--- src/rtl/wb_lsu_master.sv ---
// Load/store Wishbone classic master between the MEM stage and the data memory slave.
// Latency: response 3 cycles after accept (1 on a rejected request); req_ready returns one cycle later.
// Backpressure: req_ready is high only in IDLE; requests presented while busy are ignored and must be held.
module wb_lsu_master #(
    parameter int DATA_WIDTH     = 32,
    parameter int ADDR_WIDTH     = 32,
    parameter int MEM_ADDR_WIDTH = 7,
    parameter int TIMEOUT_CYCLES = 15
) (
    input  logic                      clk,
    input  logic                      rst_n,
    input  logic                      req_valid,
    output logic                      req_ready,
    input  logic                      req_we,
    input  logic [ADDR_WIDTH-1:0]     req_addr,
    input  logic [DATA_WIDTH-1:0]     req_wdata,
    input  logic [2:0]                req_funct3,
    output logic                      resp_valid,
    output logic [DATA_WIDTH-1:0]     resp_rdata,
    output logic                      resp_err,
    output logic                      stall_o,
    output logic [MEM_ADDR_WIDTH-1:0] wb_adr_o,
    output logic [DATA_WIDTH-1:0]     wb_dat_o,
    output logic                      wb_we_o,
    output logic                      wb_stb_o,
    output logic                      wb_cyc_o,
    output logic [2:0]                wb_funct3_o,
    input  logic [DATA_WIDTH-1:0]     wb_dat_i,
    input  logic                      wb_ack_i
);

    localparam int CNT_W = $clog2(TIMEOUT_CYCLES);

    typedef enum logic [1:0] {IDLE, BUS, RECOVER} state_t;

    state_t           state, state_nxt;
    logic [CNT_W-1:0] cnt;
    logic             accept;
    logic             legal;
    logic             aligned;
    logic             in_range;
    logic             checks_ok;
    logic             timeout;

    always_comb begin
        legal = 1'b0;
        case (req_funct3)
            3'b000, 3'b001, 3'b010: legal = 1'b1;
            3'b100, 3'b101:         legal = !req_we;
            default:                legal = 1'b0;
        endcase
        aligned = 1'b1;
        case (req_funct3[1:0])
            2'b01:   aligned = !req_addr[0];
            2'b10:   aligned = (req_addr[1:0] == 2'b00);
            default: aligned = 1'b1;
        endcase
    end

    assign in_range  = ~|req_addr[ADDR_WIDTH-1:MEM_ADDR_WIDTH];
    assign checks_ok = legal && aligned && in_range;
    assign accept    = req_valid && req_ready;
    assign timeout   = (cnt == CNT_W'(TIMEOUT_CYCLES - 1));

    always_ff @(posedge clk or negedge rst_n) begin
        if (!rst_n) state <= IDLE;
        else        state <= state_nxt;
    end

    always_comb begin
        state_nxt = state;
        case (state)
            IDLE:    if (accept) state_nxt = checks_ok ? BUS : RECOVER;
            BUS:     if (wb_ack_i || timeout) state_nxt = RECOVER;
            RECOVER: state_nxt = IDLE;
            default: state_nxt = IDLE;
        endcase
    end

    always_comb begin
        req_ready = (state == IDLE);
        stall_o   = (req_valid && (state != IDLE)) || (state != IDLE);
    end

    // Registered bus and response outputs; resp_valid defaults low so it pulses for one cycle.
    always_ff @(posedge clk or negedge rst_n) begin
        if (!rst_n) begin
            cnt         <= '0;
            resp_valid  <= 1'b0;
            resp_rdata  <= '0;
            resp_err    <= 1'b0;
            wb_adr_o    <= '0;
            wb_dat_o    <= '0;
            wb_we_o     <= 1'b0;
            wb_stb_o    <= 1'b0;
            wb_cyc_o    <= 1'b0;
            wb_funct3_o <= 3'b000;
        end else begin
            resp_valid <= 1'b0;
            case (state)
                IDLE: begin
                    if (accept) begin
                        if (checks_ok) begin
                            cnt         <= '0;
                            wb_cyc_o    <= 1'b1;
                            wb_stb_o    <= 1'b1;
                            wb_adr_o    <= req_addr[MEM_ADDR_WIDTH-1:0];
                            wb_dat_o    <= req_wdata;
                            wb_we_o     <= req_we;
                            wb_funct3_o <= req_funct3;
                        end else begin
                            resp_valid <= 1'b1;
                            resp_err   <= 1'b1;
                            resp_rdata <= '0;
                        end
                    end
                end
                BUS: begin
                    if (wb_ack_i) begin
                        resp_valid <= 1'b1;
                        resp_err   <= 1'b0;
                        resp_rdata <= wb_we_o ? '0 : wb_dat_i;
                        wb_cyc_o   <= 1'b0;
                        wb_stb_o   <= 1'b0;
                        wb_we_o    <= 1'b0;
                    end else if (timeout) begin
                        resp_valid <= 1'b1;
                        resp_err   <= 1'b1;
                        resp_rdata <= '0;
                        wb_cyc_o   <= 1'b0;
                        wb_stb_o   <= 1'b0;
                        wb_we_o    <= 1'b0;
                    end else begin
                        cnt <= cnt + 1'b1;
                    end
                end
                default: ;
            endcase
        end
    end

endmodule

--- config.mk ---
export PLATFORM = sky130hd
export DESIGN_NAME = wb_lsu_master
export DESIGN_NICKNAME = d
export VERILOG_FILES = /design/src/rtl/wb_lsu_master.sv
export SDC_FILE = /design/constraint.sdc
export NUM_CORES = 1
export LEC_CHECK = 0
export ABC_AREA = 1
export BUFFER_PORTS_ARGS = -buffer_cell sky130_fd_sc_hd__buf_2
export CORE_MARGIN = 4
export CORE_UTILIZATION = 42
export CTS_CLUSTER_DIAMETER = 60
export DETAILED_ROUTE_END_ITERATION = 6
export GPL_TIMING_DRIVEN = 0
export PLACE_DENSITY = 0.82
export REMOVE_ABC_BUFFERS = 1
export SYNTH_ARGS = -nofsm -noshare
export SYNTH_HDL_FRONTEND = slang
export SYNTH_SLANG_ARGS = --single-unit
--- constraint.sdc ---
create_clock -name clk -period 1.5 [get_ports clk]
set_clock_uncertainty 0.15 [all_clocks]
set_input_delay 0.375 -clock clk [delete_from_list [all_inputs] [get_ports clk]]
set_output_delay 0.375 -clock clk [all_outputs]
set_load 0.01 [all_outputs]
Word level (Yosys, flattened, before mapping)
Cells that the tools add are included.

Flip-flop bits (word level): 84. Input port bits: 104. Output and inout bits: 81.

Add/sub/neg operators: 1. Equality and inequality tests: 15. Mux-type cells: 35. Reductions and logical operators: 22.

Operators by type and width (number): $mux W32 (5); $pmux W32 S2 (1); $reduce_or A25 Y1 (1); $mux W4 (4); $mux W1 (14); $pmux W1 S2 (6); $ne A2 B2 Y1 const B (4); $pmux W4 S2 (1); $reduce_and A4 Y1 (2); $eq A3 B3 Y1 const B (2); $mux W2 (3); $reduce_and A5 Y1 (1); $add A4 B1 Y4 const B (1); $eq A2 B1 Y1 const B (2); $eq A4 B4 Y1 const B (1); $logic_and A1 B1 Y1 (4); $logic_not A2 Y1 (2); $ne A2 B1 Y1 const B (2); $pmux W2 S2 (1); $reduce_bool A2 Y1 (2); $eq A3 B1 Y1 const B (1); $eq A3 B2 Y1 const B (1); $logic_not A1 Y1 (3); $logic_not A3 Y1 (1); other kinds (7) (8).

Longest topological paths before layout
Gate-level depths: netlist of run 1.

Word-level depth: 8. Depth in mapped cells: 11. Depth with buffers taken out: 11.

Worst setup path before layout of run 1
Ideal clock, no wire load.

Kind: input to register. Start point: input port req_funct3[1]. End point: register wb_dat_o[10]. Setup time: 0.117 ns. Arrival time: 1.526 ns. Required time: 1.233 ns. Setup slack: -0.293 ns. Stages on the path: 11. Cell sequence: inv_1 > ha_1 > nor2_1 > a21oi_1 > nand2_1 > nor3_2 > nand2_1 > buf_2 > buf_6 > nand2_1 > nand2_1.

Longest elaborated chain between the ends: 6. Elaborated cells on any way between the ends: 14.

RTL lines: start, declared (line 17) `input logic [2:0] req_funct3,`; $eq A3 B1 Y1, or another cell as far along (line 47) `case (req_funct3)`; $reduce_or A3 Y1 / $reduce_or A2 Y1 (equally long branches) (line 47); $pmux W1 S2 (line 47); $logic_and A1 B1 Y1 * (2 in series) (line 61) `assign checks_ok = legal && aligned && in_range;`; $reduce_and A3 Y1 (no source line) *; end signal, assigned (line 108) `wb_dat_o <= req_wdata;`; end, declared (line 23) `output logic [DATA_WIDTH-1:0] wb_dat_o,`.

Every way passes the cells marked *; elsewhere a longest branch is shown, timed or not. A chain may end at the register's enable or synchronous reset.

Worst setup path after layout of run 1
Start point: input port req_addr[30]. End point: register wb_dat_o[3].

Longest elaborated chain between the ends: 4.

RTL lines: start, declared (line 15) `input logic [ADDR_WIDTH-1:0] req_addr,`; $reduce_or A25 Y1 (line 60) `assign in_range = ~|req_addr[ADDR_WIDTH-1:MEM_ADDR_WIDTH];`; $logic_not A1 Y1 (line 60); $logic_and A1 B1 Y1 (line 61); $reduce_and A3 Y1 (no source line).

Every way passes these cells.

==> results of run 1 <==
cell usage in the layout (no fill, tap or decap), types with 2 or more instances in the layout:
cell,n
sky130_fd_sc_hd__buf_2,179
sky130_fd_sc_hd__dfrtp_1,83
sky130_fd_sc_hd__nand2_1,63
sky130_fd_sc_hd__nand3_1,50
sky130_fd_sc_hd__inv_1,42
sky130_fd_sc_hd__nand2_2,34
sky130_fd_sc_hd__nor2_1,31
sky130_fd_sc_hd__nand3_2,31
sky130_fd_sc_hd__o21ai_2,23
sky130_fd_sc_hd__nand2_4,22
sky130_fd_sc_hd__buf_4,19
sky130_fd_sc_hd__nand2_8,13
sky130_fd_sc_hd__o21ai_1,13
sky130_fd_sc_hd__clkbuf_8,10
sky130_fd_sc_hd__buf_12,10
sky130_fd_sc_hd__buf_6,8
sky130_fd_sc_hd__nor2_4,6
sky130_fd_sc_hd__nor2_2,5
sky130_fd_sc_hd__buf_16,5
sky130_fd_sc_hd__nand3_4,4
sky130_fd_sc_hd__or2_4,4
sky130_fd_sc_hd__ha_4,4
sky130_fd_sc_hd__inv_2,3
sky130_fd_sc_hd__clkinv_4,3
sky130_fd_sc_hd__inv_6,2
sky130_fd_sc_hd__clkbuf_16,2
kinds of logic (layout without fill, tap and decap cells):
logic type	after synthesis	after routing	synth area share
flip-flops	84	84	0.560
AO/OA/AOI/OAI	38	38	0.0506
XOR/XNOR	2	2	0.00466
buffers and inverters	71	290	0.0829
AND/OR/NAND/NOR	251	267	0.285
adder cells (fa/ha/maj)	5	5	0.0167
power by group through the flow:
stage	Clock, mW	Sequential, mW	Combinational [mW]
after floorplan	0	2.32	0.0992
after global placement	0	2.32	0.313
after detailed placement	0	2.32	0.333
after CTS	1.72	2.27	0.480
after global routing	1.81	2.28	0.589
final	1.70	2.27	0.545
Yosys cell counts, drive strengths merged:
master and count:
nand2 122, nand3 85, dfrtp 84, inv 48, nor2 39, o21ai 37, buf 15, clkbuf 8
ha 5, or2 2, a21oi 1, and2 1, nand4 1, nor3 1, xnor2 1, xor2 1
sequential cells by signal, summed over array words and instances, names as in the netlist, 2 cells and up:
name and cells:
wb_funct3_o 3, resp_rdata 32, cnt 4, state 2, wb_dat_o 32, wb_adr_o 7
final timing paths:
| kind | start | to | slack (ns) | cells past startpoint |
|---|---|---|---|---|
| min | req_wdata[12] | wb_dat_o[12] | 0.1 | 3 |
| min reg2reg | wb_dat_o[12] | wb_dat_o[12] | 0.33 | 2 |
| max in group asynchronous | rst_n | wb_dat_o[7] | 0.17 | 3 |
| max | req_addr[30] | wb_dat_o[3] | -0.40 | 11 |
| min in group asynchronous | rst_n | resp_rdata[11] | 0.39 | 2 |
| max reg2reg | state[1] | wb_dat_o[13] | -0.29 | 6 |
layer usage:
layer  vias to the layer above  GRT usage  share of wire
met5                         -          0              0
met4                         0      0.114          0.035
met3                        43     0.0548          0.079
met2                       240      0.455           0.54
met1                      2032      0.288           0.35
li1                       1921          -              -
area by class of cell:
| class | instances | area share |
|---|---|---|
| multi-input combinational | 312 | 0.351 |
| sequential | 84 | 0.323 |
| timing repair buffer | 226 | 0.242 |
| inverter | 48 | 0.0315 |
| clock buffer | 10 | 0.0211 |
| tap | 108 | 0.0208 |
| clock inverter | 6 | 0.0108 |
critical path: cells and delay by family:
| kind | cells | cell delay (ns) |
|---|---|---|
| buffers and inverters | 3 | 0.44 |
| AND/OR/NAND/NOR | 8 | 1.17 |
repair_timing:
item / in CTS / in global routing
gates cloned: 16 / 6
buffers inserted: 24 / 10
endpoints found under the hold margin: 40 / 0
pin swaps: 35 / 33
setup endpoints to repair: 86 / 87
hold buffers: 1 / 0
gates resized for setup: 183 / 81
==> results.sh, run 1 <==
export IMPL_clk_pin_slew_ns=0.10
export IMPL_critPathRequiredTime_ns=1.58
export IMPL_synth_cell_area_um2=3760
export IMPL_clock_tree_root_cell="sky130_fd_sc_hd__clkbuf_8"
export IMPL_max_slew_headroom=0.626
export IMPL_vias_per_cell=5.34
export IMPL_count_of_placed_standard_cells_including_taps=723
export IMPL_final_count_of_pins_violating_max_slew=0
export IMPL_worst_path_arrival_ns=1.98
export IMPL_insertedDiodeCount=0
export IMPL_status="finished with violations"
export IMPL_power_density_nw_per_um2=695
export IMPL_global_route_usage_total=0.253
export IMPL_timing_final_ws_setup_ns=-0.404
export IMPL_fillCellCount=556
export IMPL_die_area_um2=10500
export IMPL_gp_congestion=0.760
export IMPL_drive_above_1_share=0.579
export IMPL_maximum_number_of_pins_on_one_net_before_global_route_repair=45
export IMPL_post_syn_area_per_cell_um2=8.33
export IMPL_clock_insertion_delay_worst_skew_ns=0.34
export IMPL_placement_setup_worst_slack_ns=-1.79
export IMPL_drt_pass1_iter_count=7
export IMPL_die_h_um=103
export IMPL_total_leakage_power_nw=3.54
export IMPL_worstPathCellList="buf_2 > nor2_2 > nand2_1 > nor2_1 > nand2_1 > nor3_4 > nand2_4 > buf_12 > buf_16 > nand2_4 > nand2_2"
export IMPL_yosys_area_top_type_share=0.560
export IMPL_postSynthRegisterBits=84
export IMPL_layout_area_seq_um2=2100
export IMPL_max_cap_viol_count=0
export IMPL_count_of_unresolved_drc_violations_after_routing=0
export IMPL_final_min_clock_period_ns=1.90
export IMPL_synth_sequential_area_ratio=0.560
export IMPL_fp_dieW_um=103
export IMPL_first_pass_grt_wire_length_mm=20.5
export IMPL_hold_viol_final=0
export IMPL_cts_inserted_buffers=9
export IMPL_drtIter0Drc=190
export IMPL_core_area_um2=8720
export IMPL_buffer_ports_inserted=184
export IMPL_yosysUniqueCellTypes=21
export IMPL_power_switching_mw=1.20
export IMPL_hold_slack_ns=0.0997
export IMPL_worstSetupPathType="input port to flop"
export IMPL_share_comb_of_total_power=0.120
export IMPL_achievable_frequency_ghz=0.525
export IMPL_initial_core_utilization=0.431
export IMPL_cp_slowest_cell="sky130_fd_sc_hd__nor3_4"
export IMPL_clock_power_share=0.377
export IMPL_routed_wirelength_mm=15.0
export IMPL_violations_in_the_final_reports="setup timing"
export IMPL_finish_utilization=0.746
export IMPL_ctsLongestPathBuffers=2
export IMPL_io_pins=185
export IMPL_cts_htree_levels=3
export IMPL_postSynthCellCount=451
export IMPL_min_period_over_period=1.27
export IMPL_ant_nets=0
export IMPL_first_global_vias=4143
export IMPL_detailroute_via_count=4236
export IMPL_fin_nets=790
export IMPL_seq_power_share=0.503
export IMPL_path_max_fanout=8
export IMPL_worstSetupStartpointType="input port"
export IMPL_peakVddDrop_uv=466
export IMPL_synth_area_top_cells="sky130_fd_sc_hd__dfrtp_1, sky130_fd_sc_hd__nand2_1, sky130_fd_sc_hd__nand3_1"
export IMPL_cell_internal_pwr_mw=3.33
export IMPL_routed_wire_length_per_instance_um=18.9
export IMPL_instances_no_fill=794
export IMPL_cts_num_sinks=84
export IMPL_worst_path_largest_cell_delay_ns=0.30
export IMPL_number_of_antenna_violations_at_the_first_check_in_global_routing=0
export IMPL_synth_area_leader_cell="sky130_fd_sc_hd__dfrtp_1"
export IMPL_std_cell_rows=34
export IMPL_power_switching_share=0.264
export IMPL_fin_setup_tns_ns=-22.64
export IMPL_cts_tree="done"
export IMPL_yosys_warnings=0
export IMPL_power_total_mw=4.52
export IMPL_grt_overflow_total=0
export IMPL_placed_area_um2=4770
export IMPL_layout_cell_area_non_filler_um2=6510
export IMPL_crit_path_end_kind="flop"
export IMPL_hold_path_class="input port to flop"
export IMPL_rsz_0062_raised_after_global_routing="yes"
export IMPL_detailedPlacementHpwl_mm=7.25
export IMPL_area_occupied_by_multi_input_gates_um2=2280
export IMPL_actual_slew_at_the_worst_max_slew_pin_ns=0.561
export IMPL_setup_violations=86
export IMPL_synthToLayoutAreaGrowth_pct=73.3
Power figures use the tool's default switching activity.
==> run 2: changes to the inputs <==
--- a/config.mk
+++ b/config.mk
@@ -5,14 +5,13 @@
 export SDC_FILE = /design/constraint.sdc
 export NUM_CORES = 1
 export LEC_CHECK = 0
-export ABC_AREA = 1
 export BUFFER_PORTS_ARGS = -buffer_cell sky130_fd_sc_hd__buf_2
 export CORE_MARGIN = 4
-export CORE_UTILIZATION = 42
+export CORE_UTILIZATION = 40
 export CTS_CLUSTER_DIAMETER = 60
 export DETAILED_ROUTE_END_ITERATION = 6
 export GPL_TIMING_DRIVEN = 0
-export PLACE_DENSITY = 0.82
+export PLACE_DENSITY = 0.81
 export REMOVE_ABC_BUFFERS = 1
 export SYNTH_ARGS = -nofsm -noshare
 export SYNTH_HDL_FRONTEND = slang
==> results.sh, run 2 <==
export IMPL_final_min_clock_period_ns=2.05
export IMPL_routed_wirelength_mm=11.1
export IMPL_worstRegToRegCells=6
export IMPL_cp_slowest_cell="sky130_fd_sc_hd__mux2_2"
export IMPL_detailedPlacementHpwl_mm=6.49
export IMPL_max_cap_viol_count=0
export IMPL_synth_most_common_cell="sky130_fd_sc_hd__dfrtp_1"
export IMPL_largest_registers="resp_rdata (32), wb_dat_o (32), wb_adr_o (7)"
export IMPL_post_syn_area_per_cell_um2=14.6
export IMPL_synth_area_top_cells="sky130_fd_sc_hd__dfrtp_1, sky130_fd_sc_hd__mux2_2, sky130_fd_sc_hd__a22o_1"
export IMPL_ant_nets=0
export IMPL_yosysUniqueCellTypes=37
export IMPL_hold_viol_final=0
export IMPL_yosys_area_top_type_share=0.622
export IMPL_fin_nets=551
export IMPL_drive_above_1_share=0.680
export IMPL_area_occupied_by_multi_input_gates_um2=1620
export IMPL_gp_congestion=0.790
export IMPL_layout_area_seq_um2=2100
export IMPL_global_route_usage_total=0.196
export IMPL_worstPathCellList="buf_8 > inv_6 > ha_4 > nor2b_4 > o2111ai_4 > a211oi_4 > buf_12 > and2b_2 > mux2_2"
export IMPL_worstSetupStartpointType="input port"
export IMPL_die_h_um=99.9
export IMPL_core_area_um2=8220
export IMPL_synth_main_ff_cell="sky130_fd_sc_hd__dfrtp_1"
export IMPL_std_cell_rows=33
export IMPL_crit_reg2reg_capture="resp_rdata[10]"
export IMPL_total_leakage_power_nw=2.88
export IMPL_cts_num_sinks=84
export IMPL_maximum_number_of_pins_on_one_net_before_global_route_repair=74
export IMPL_fp_dieW_um=99.9
export IMPL_async_reset_ff_frac=1.00
export IMPL_cts_inserted_buffers=9
export IMPL_power_switching_share=0.218
export IMPL_detailroute_via_count=2863
export IMPL_power_density_nw_per_um2=854
export IMPL_most_common_layout_cells="sky130_fd_sc_hd__buf_2, sky130_fd_sc_hd__dfrtp_1, sky130_fd_sc_hd__a22o_1, sky130_fd_sc_hd__mux2_4, sky130_fd_sc_hd__buf_6"
export IMPL_grt_overflow_total=0
export IMPL_min_period_over_period=1.37
export IMPL_crit_path_end_kind="flop"
export IMPL_clock_tree_root_cell="sky130_fd_sc_hd__clkbuf_8"
export IMPL_setup_reg_to_reg_worst_slack_ns=-0.36
export IMPL_count_of_unresolved_drc_violations_after_routing=0
export IMPL_drt_pass1_iter_count=4
export IMPL_wl_met3_um=746
export IMPL_hold_path_class="input port to flop"
export IMPL_path_max_fanout=6
export IMPL_critPathRequiredTime_ns=1.58
export IMPL_final_count_of_pins_violating_max_slew=0
export IMPL_timing_final_ws_setup_ns=-0.553
export IMPL_achievable_frequency_ghz=0.487
export IMPL_layout_cells_most_common="sky130_fd_sc_hd__buf_2"
export IMPL_clock_insertion_delay_worst_skew_ns=0.34
export IMPL_actual_slew_at_the_worst_max_slew_pin_ns=0.374
export IMPL_fillCellCount=649
export IMPL_routed_wire_length_per_instance_um=20.1
export IMPL_power_switching_uw=996
export IMPL_insertedDiodeCount=0
export IMPL_clock_power_share=0.412
export IMPL_postSynthCellCount=232
export IMPL_seq_power_share=0.496
export IMPL_number_of_antenna_violations_at_the_first_check_in_global_routing=0
export IMPL_synthToLayoutAreaGrowth_pct=58.6
export IMPL_clk_pin_slew_ns=0.07
export IMPL_max_slew_headroom=0.749
export IMPL_topRoutingLayerUsed="met4"
export IMPL_buffer_ports_inserted=184
export IMPL_postSynthRegisterBits=84
export IMPL_status="finished with violations"
export IMPL_cts_tree="done"
export IMPL_peakVddDrop_uv=577
export IMPL_setup_violations=85
export IMPL_wirelength_met1_mm=4.18
export IMPL_power_total_mw=4.58
export IMPL_synth_sequential_area_ratio=0.622
export IMPL_instances_no_fill=552
export IMPL_cts_htree_levels=3
export IMPL_met2RoutedLength_mm=6.01
export IMPL_io_pins=185
export IMPL_first_global_vias=3070
export IMPL_worstHoldStart="wb_ack_i"
export IMPL_violations_in_the_final_reports="setup timing"
export IMPL_worstSetupPathType="input port to flop"
export IMPL_die_area_um2=9980
export IMPL_initial_core_utilization=0.411
export IMPL_synth_area_leader_cell="sky130_fd_sc_hd__dfrtp_1"
export IMPL_yosys_top_cells_count="sky130_fd_sc_hd__dfrtp_1, sky130_fd_sc_hd__mux2_2, sky130_fd_sc_hd__a22o_1"
export IMPL_regToRegStartpoint="state[1]"
export IMPL_holdPathEnd="resp_err"
export IMPL_cell_internal_pwr_mw=3.58
export IMPL_share_comb_of_total_power=0.092
export IMPL_rsz_0062_raised_after_global_routing="yes"
export IMPL_count_of_placed_standard_cells_including_taps=511
export IMPL_worst_path_arrival_ns=2.13
export IMPL_ctsLongestPathBuffers=2
export IMPL_synth_cell_area_um2=3380
export IMPL_synth_edf_count=0
export IMPL_drtIter0Drc=95
export IMPL_worst_path_largest_cell_delay_ns=0.35
export IMPL_vias_per_cell=5.19
export IMPL_yosys_warnings=0
export IMPL_worst_hold_stages=2
export IMPL_first_pass_grt_wire_length_mm=15.2
run 2: cell count changes in the layout (fill, tap and decap cells not counted), moves of 29 or more:
cell                      before  now
sky130_fd_sc_hd__nand2_1      63    5
sky130_fd_sc_hd__nand3_2      31    0
sky130_fd_sc_hd__nor2_1       31    2
sky130_fd_sc_hd__mux2_4        0   32
sky130_fd_sc_hd__nand2_2      34    2
sky130_fd_sc_hd__nand3_1      50    0
sky130_fd_sc_hd__a22o_1        0   32
sky130_fd_sc_hd__inv_1        42    1
run 2: metal layers:
| layer | vias to the layer above | track usage |
|---|---|---|
| li1 | 1284 | - |
| met1 | 1442 | 0.232 |
| met2 | 125 | 0.350 |
| met3 | 12 | 0.0591 |
| met4 | 0 | 0.0473 |
| met5 | - | 0 |
run 2: stage by stage:
| stage | worst slack [ns] | hold WS [ns] | setup TNS [ns] | utilization | area [µm²] |
|---|---|---|---|---|---|
| 3_3_place_gp | -2.20 | 0.315 | -206.27 | 0.524 | 4300 |
| 2_1_floorplan | -1.34 | -0.0706 | -98.97 | - | 3250 |
| 6_report | -0.553 | 0.0858 | -39.75 | 0.653 | 5360 |
| 5_1_grt | -0.594 | 0.0660 | -43.05 | 0.653 | 5360 |
| 3_5_place_dp | -1.50 | 0.0820 | -110.41 | 0.531 | 4360 |
| 4_1_cts | -0.490 | 0.0724 | -35.71 | 0.594 | 4880 |
run 2: cell families (layout without fill, tap and decap cells):
group	Yosys count	count (layout)	synth area share
fa+ha+maj	5	5	0.0185
xor+xnor	2	2	0.00518
flops	84	84	0.622
compound gates	47	50	0.118
buf+inv	19	225	0.0452
simple gates	33	39	0.0511
mux	42	42	0.140
run 2: area by class of cell:
type                       count  share of cell area
inverter                       6             0.00607
sequential                    84               0.392
clock buffer                  11              0.0245
tap                          105              0.0245
timing repair buffer         203               0.233
clock inverter                 5              0.0187
multi-input combinational    138               0.302
run 2: timing repair:
item,CTS,global route
endpoints found under the setup margin,85,85
gates cloned,7,4
pin swaps,5,43
hold endpoints to repair,11,0
buffers inserted,10,3
hold buffers,1,0
resized for setup,37,87
run 2: worst max-delay path by stage:
| stage | from | end | slack, ns | cells after the start |
|---|---|---|---|---|
| after floorplan | state[1] | resp_rdata[0] | -1.34 | 3 |
| final | req_funct3[0] | wb_adr_o[3] | -0.55 | 9 |
| after global placement | state[1] | resp_rdata[26] | -2.20 | 3 |
| after CTS | req_funct3[0] | wb_dat_o[4] | -0.49 | 9 |
| after global routing | req_addr[13] | wb_dat_o[28] | -0.59 | 7 |
| after detailed placement | req_funct3[0] | resp_err | -1.50 | 9 |
run 2: critical path, delay by kind of cell:
kind | cells | cell delay, ns
muxes | 1 | 0.35
adders and majority gates | 1 | 0.14
and+or+nand+nor | 2 | 0.46
buffers and inverters | 3 | 0.34
AOI/OAI and AO/OA | 2 | 0.46
run 2: power groups by stage:
stage	registers, mW	clock network [mW]	logic, mW
3_5_place_dp	2.32	0	0.263
5_1_grt	2.27	2.05	0.459
6_report	2.27	1.89	0.423
4_1_cts	2.27	1.92	0.323
2_1_floorplan	2.32	0	0.0487
3_3_place_gp	2.32	0	0.241
==> run 3: changes to the inputs <==
--- a/config.mk
+++ b/config.mk
@@ -6,12 +6,14 @@
 export NUM_CORES = 1
 export LEC_CHECK = 0
 export BUFFER_PORTS_ARGS = -buffer_cell sky130_fd_sc_hd__buf_2
+export CELL_PAD_IN_SITES_DETAIL_PLACEMENT = 2
+export CELL_PAD_IN_SITES_GLOBAL_PLACEMENT = 2
 export CORE_MARGIN = 4
-export CORE_UTILIZATION = 40
+export CORE_UTILIZATION = 25
 export CTS_CLUSTER_DIAMETER = 60
 export DETAILED_ROUTE_END_ITERATION = 6
 export GPL_TIMING_DRIVEN = 0
-export PLACE_DENSITY = 0.81
+export PLACE_DENSITY = 0.82
 export REMOVE_ABC_BUFFERS = 1
 export SYNTH_ARGS = -nofsm -noshare
 export SYNTH_HDL_FRONTEND = slang
==> results.sh, run 3 (synthesized netlist as in run 2, its figures left out) <==
export IMPL_max_slew_headroom=0.677
export IMPL_share_comb_of_total_power=0.088
export IMPL_clk_pin_slew_ns=0.06
export IMPL_timing_final_ws_setup_ns=-0.516
export IMPL_count_of_unresolved_drc_violations_after_routing=0
export IMPL_path_max_fanout=5
export IMPL_cell_internal_pwr_mw=3.62
export IMPL_power_switching_mw=1.08
export IMPL_largest_registers="resp_rdata (32), wb_dat_o (32), wb_adr_o (7)"
export IMPL_std_cell_rows=42
export IMPL_startpoint="req_addr[20]"
export IMPL_setup_violations=85
export IMPL_ctsLongestPathBuffers=2
export IMPL_achievable_frequency_ghz=0.496
export IMPL_drtIter0Drc=53
export IMPL_clock_power_share=0.428
export IMPL_ant_nets=0
export IMPL_regToRegStartpoint="state[0]"
export IMPL_vias_per_cell=4.65
export IMPL_cts_htree_levels=3
export IMPL_critPathTopFamily="simple AND/OR/NAND/NOR gates"
export IMPL_routed_wire_length_per_instance_um=20.8
export IMPL_violations_in_the_final_reports="setup timing"
export IMPL_gp_congestion=0.851
export IMPL_hold_viol_final=0
export IMPL_core_area_um2=13200
export IMPL_grt_overflow_total=0
export IMPL_busiest_layer="met2"
export IMPL_placement_setup_worst_slack_ns=-1.55
export IMPL_hold_slack_ns=0.106
export IMPL_grtUsageMet2=0.275
export IMPL_crit_path_end_kind="flop"
export IMPL_cts_num_sinks=84
export IMPL_rsz_0062_raised_after_global_routing="yes"
export IMPL_power_density_nw_per_um2=836
export IMPL_min_period_over_period=1.34
export IMPL_placed_area_um2=4470
export IMPL_layout_area_seq_um2=2100
export IMPL_die_area_um2=15400
export IMPL_area_occupied_by_multi_input_gates_um2=1580
export IMPL_first_global_vias=3345
export IMPL_drive_above_1_share=0.690
export IMPL_worstPathCellList="buf_6 > nor4_4 > nand4_1 > a211oi_2 > and2b_4 > buf_12 > clkbuf_16 > mux2_4"
export IMPL_global_route_usage_total=0.159
export IMPL_die_h_um=124
export IMPL_power_total_mw=4.70
export IMPL_most_common_layout_cells="sky130_fd_sc_hd__buf_2, sky130_fd_sc_hd__dfrtp_1, sky130_fd_sc_hd__mux2_4"
export IMPL_grt_met3_use=0.0450
export IMPL_worstHoldStart="wb_dat_i[24]"
export IMPL_cts_tree="done"
export IMPL_global_route_met1_utilization=0.188
export IMPL_clock_insertion_delay_worst_skew_ns=0.33
export IMPL_cts_inserted_buffers=9
export IMPL_fp_dieW_um=124
export IMPL_detailedPlacementHpwl_mm=7.78
export IMPL_worstSetupPathType="input port to flop"
export IMPL_actual_slew_at_the_worst_max_slew_pin_ns=0.485
export IMPL_final_min_clock_period_ns=2.02
export IMPL_critPathRequiredTime_ns=1.57
export IMPL_maximum_number_of_pins_on_one_net_before_global_route_repair=51
export IMPL_fin_setup_tns_ns=-33.11
export IMPL_power_switching_share=0.229
export IMPL_max_cap_viol_count=0
export IMPL_drt_pass1_iter_count=4
export IMPL_worst_path_largest_cell_delay_ns=0.30
export IMPL_buffer_ports_inserted=184
export IMPL_io_pins=185
export IMPL_fillCellCount=1377
export IMPL_synthToLayoutAreaGrowth_pct=66.3
export IMPL_final_count_of_pins_violating_max_slew=0
export IMPL_number_of_antenna_violations_at_the_first_check_in_global_routing=1
export IMPL_total_leakage_power_nw=2.96
export IMPL_clock_tree_root_cell="sky130_fd_sc_hd__clkbuf_16"
export IMPL_fin_nets=561
export IMPL_peakVddDrop_uv=520
export IMPL_detailroute_via_count=2936
export IMPL_hold_path_class="input port to flop"
export IMPL_worstSetupStartpointType="input port"
export IMPL_routed_wirelength_mm=13.2
export IMPL_worst_path_arrival_ns=2.09
export IMPL_layout_cells_most_common="sky130_fd_sc_hd__buf_2"
export IMPL_critical_path_buf_inv_count=3
export IMPL_seq_power_share=0.484
export IMPL_initial_core_utilization=0.255
export IMPL_first_pass_grt_wire_length_mm=19.3
export IMPL_cp_slowest_cell="sky130_fd_sc_hd__mux2_4"
export IMPL_status="finished with violations"
export IMPL_layout_cell_area_non_filler_um2=5620
==> run 3: cell types whose count changed in the layout (fill, tap and decap cells not counted), moves of 3 or more <==
| cell | change |
|---|---|
| sky130_fd_sc_hd__mux2_4 | +6 |
| sky130_fd_sc_hd__buf_4 | +12 |
| sky130_fd_sc_hd__clkbuf_16 | +8 |
| sky130_fd_sc_hd__and2b_4 | -5 |
| sky130_fd_sc_hd__bufinv_16 | -3 |
| sky130_fd_sc_hd__buf_6 | -5 |
| sky130_fd_sc_hd__buf_16 | +5 |
| sky130_fd_sc_hd__mux2_2 | -5 |
| sky130_fd_sc_hd__clkbuf_8 | -8 |
| sky130_fd_sc_hd__nor4_4 | -4 |
==> run 3: worst register-to-register path, cell delays in order, from the launching register on <==
cell and delay [ns]:
sky130_fd_sc_hd__dfrtp_1 0.40, sky130_fd_sc_hd__or2_4 0.29, sky130_fd_sc_hd__inv_4 0.09, sky130_fd_sc_hd__nand2_8 0.06, sky130_fd_sc_hd__and2b_4 0.29, sky130_fd_sc_hd__buf_12 0.16, sky130_fd_sc_hd__clkbuf_16 0.17, sky130_fd_sc_hd__mux2_4 0.30
==> run 3: power by group through the flow <==
stage	registers, mW	logic (mW)	clock network, mW
floorplan	2.32	0.0487	0
global route	2.27	0.455	2.17
finish	2.27	0.414	2.01
global placement	2.32	0.251	0
detailed placement	2.32	0.276	0
CTS	2.27	0.364	2.07
==> run 3: metal layers <==
layer / share of wire / vias up
met5: 0 / -
met4: 0.015 / 0
met3: 0.056 / 12
met2: 0.52 / 128
met1: 0.41 / 1493
li1: - / 1303
==> run 3: per-stage QoR <==
| step | std cells | utilization |
|---|---|---|
| after floorplan | 219 | - |
| after CTS | 618 | 0.403 |
| after detailed placement | 583 | 0.337 |
| after global routing | 632 | 0.424 |
| final | 632 | 0.424 |
| after global placement | 579 | 0.332 |
==> run 3: timing repair <==
| item | in CTS | in global routing |
|---|---|---|
| gates resized for setup | 91 | 37 |
| pin swaps | 18 | 10 |
| hold endpoints to repair | 34 | 0 |
| hold buffers | 1 | 0 |
| cloned | 7 | 4 |
| setup endpoints to repair | 86 | 86 |
| buffers inserted | 14 | 10 |
==> run 3: final timing paths <==
path	end	slack, ns	cells after the start
hold reg to reg	resp_rdata[23]	0.35	1
setup / recovery	wb_dat_o[13]	-0.52	8
hold / removal	resp_rdata[24]	0.11	2
min in group asynchronous	wb_dat_o[15]	0.38	2
max in group asynchronous	state[0]	0.20	3
setup reg to reg	wb_dat_o[13]	-0.51	7
==> run 3: area by class of cell <==
type,count,share of cell area
clock inverters,2,0.00223
well taps,176,0.0392
flip-flops and latches,84,0.374
diodes,1,0.000445
clock buffers,12,0.0439
multi-input cells,134,0.282
repair buffers,217,0.252
inverters,6,0.00623
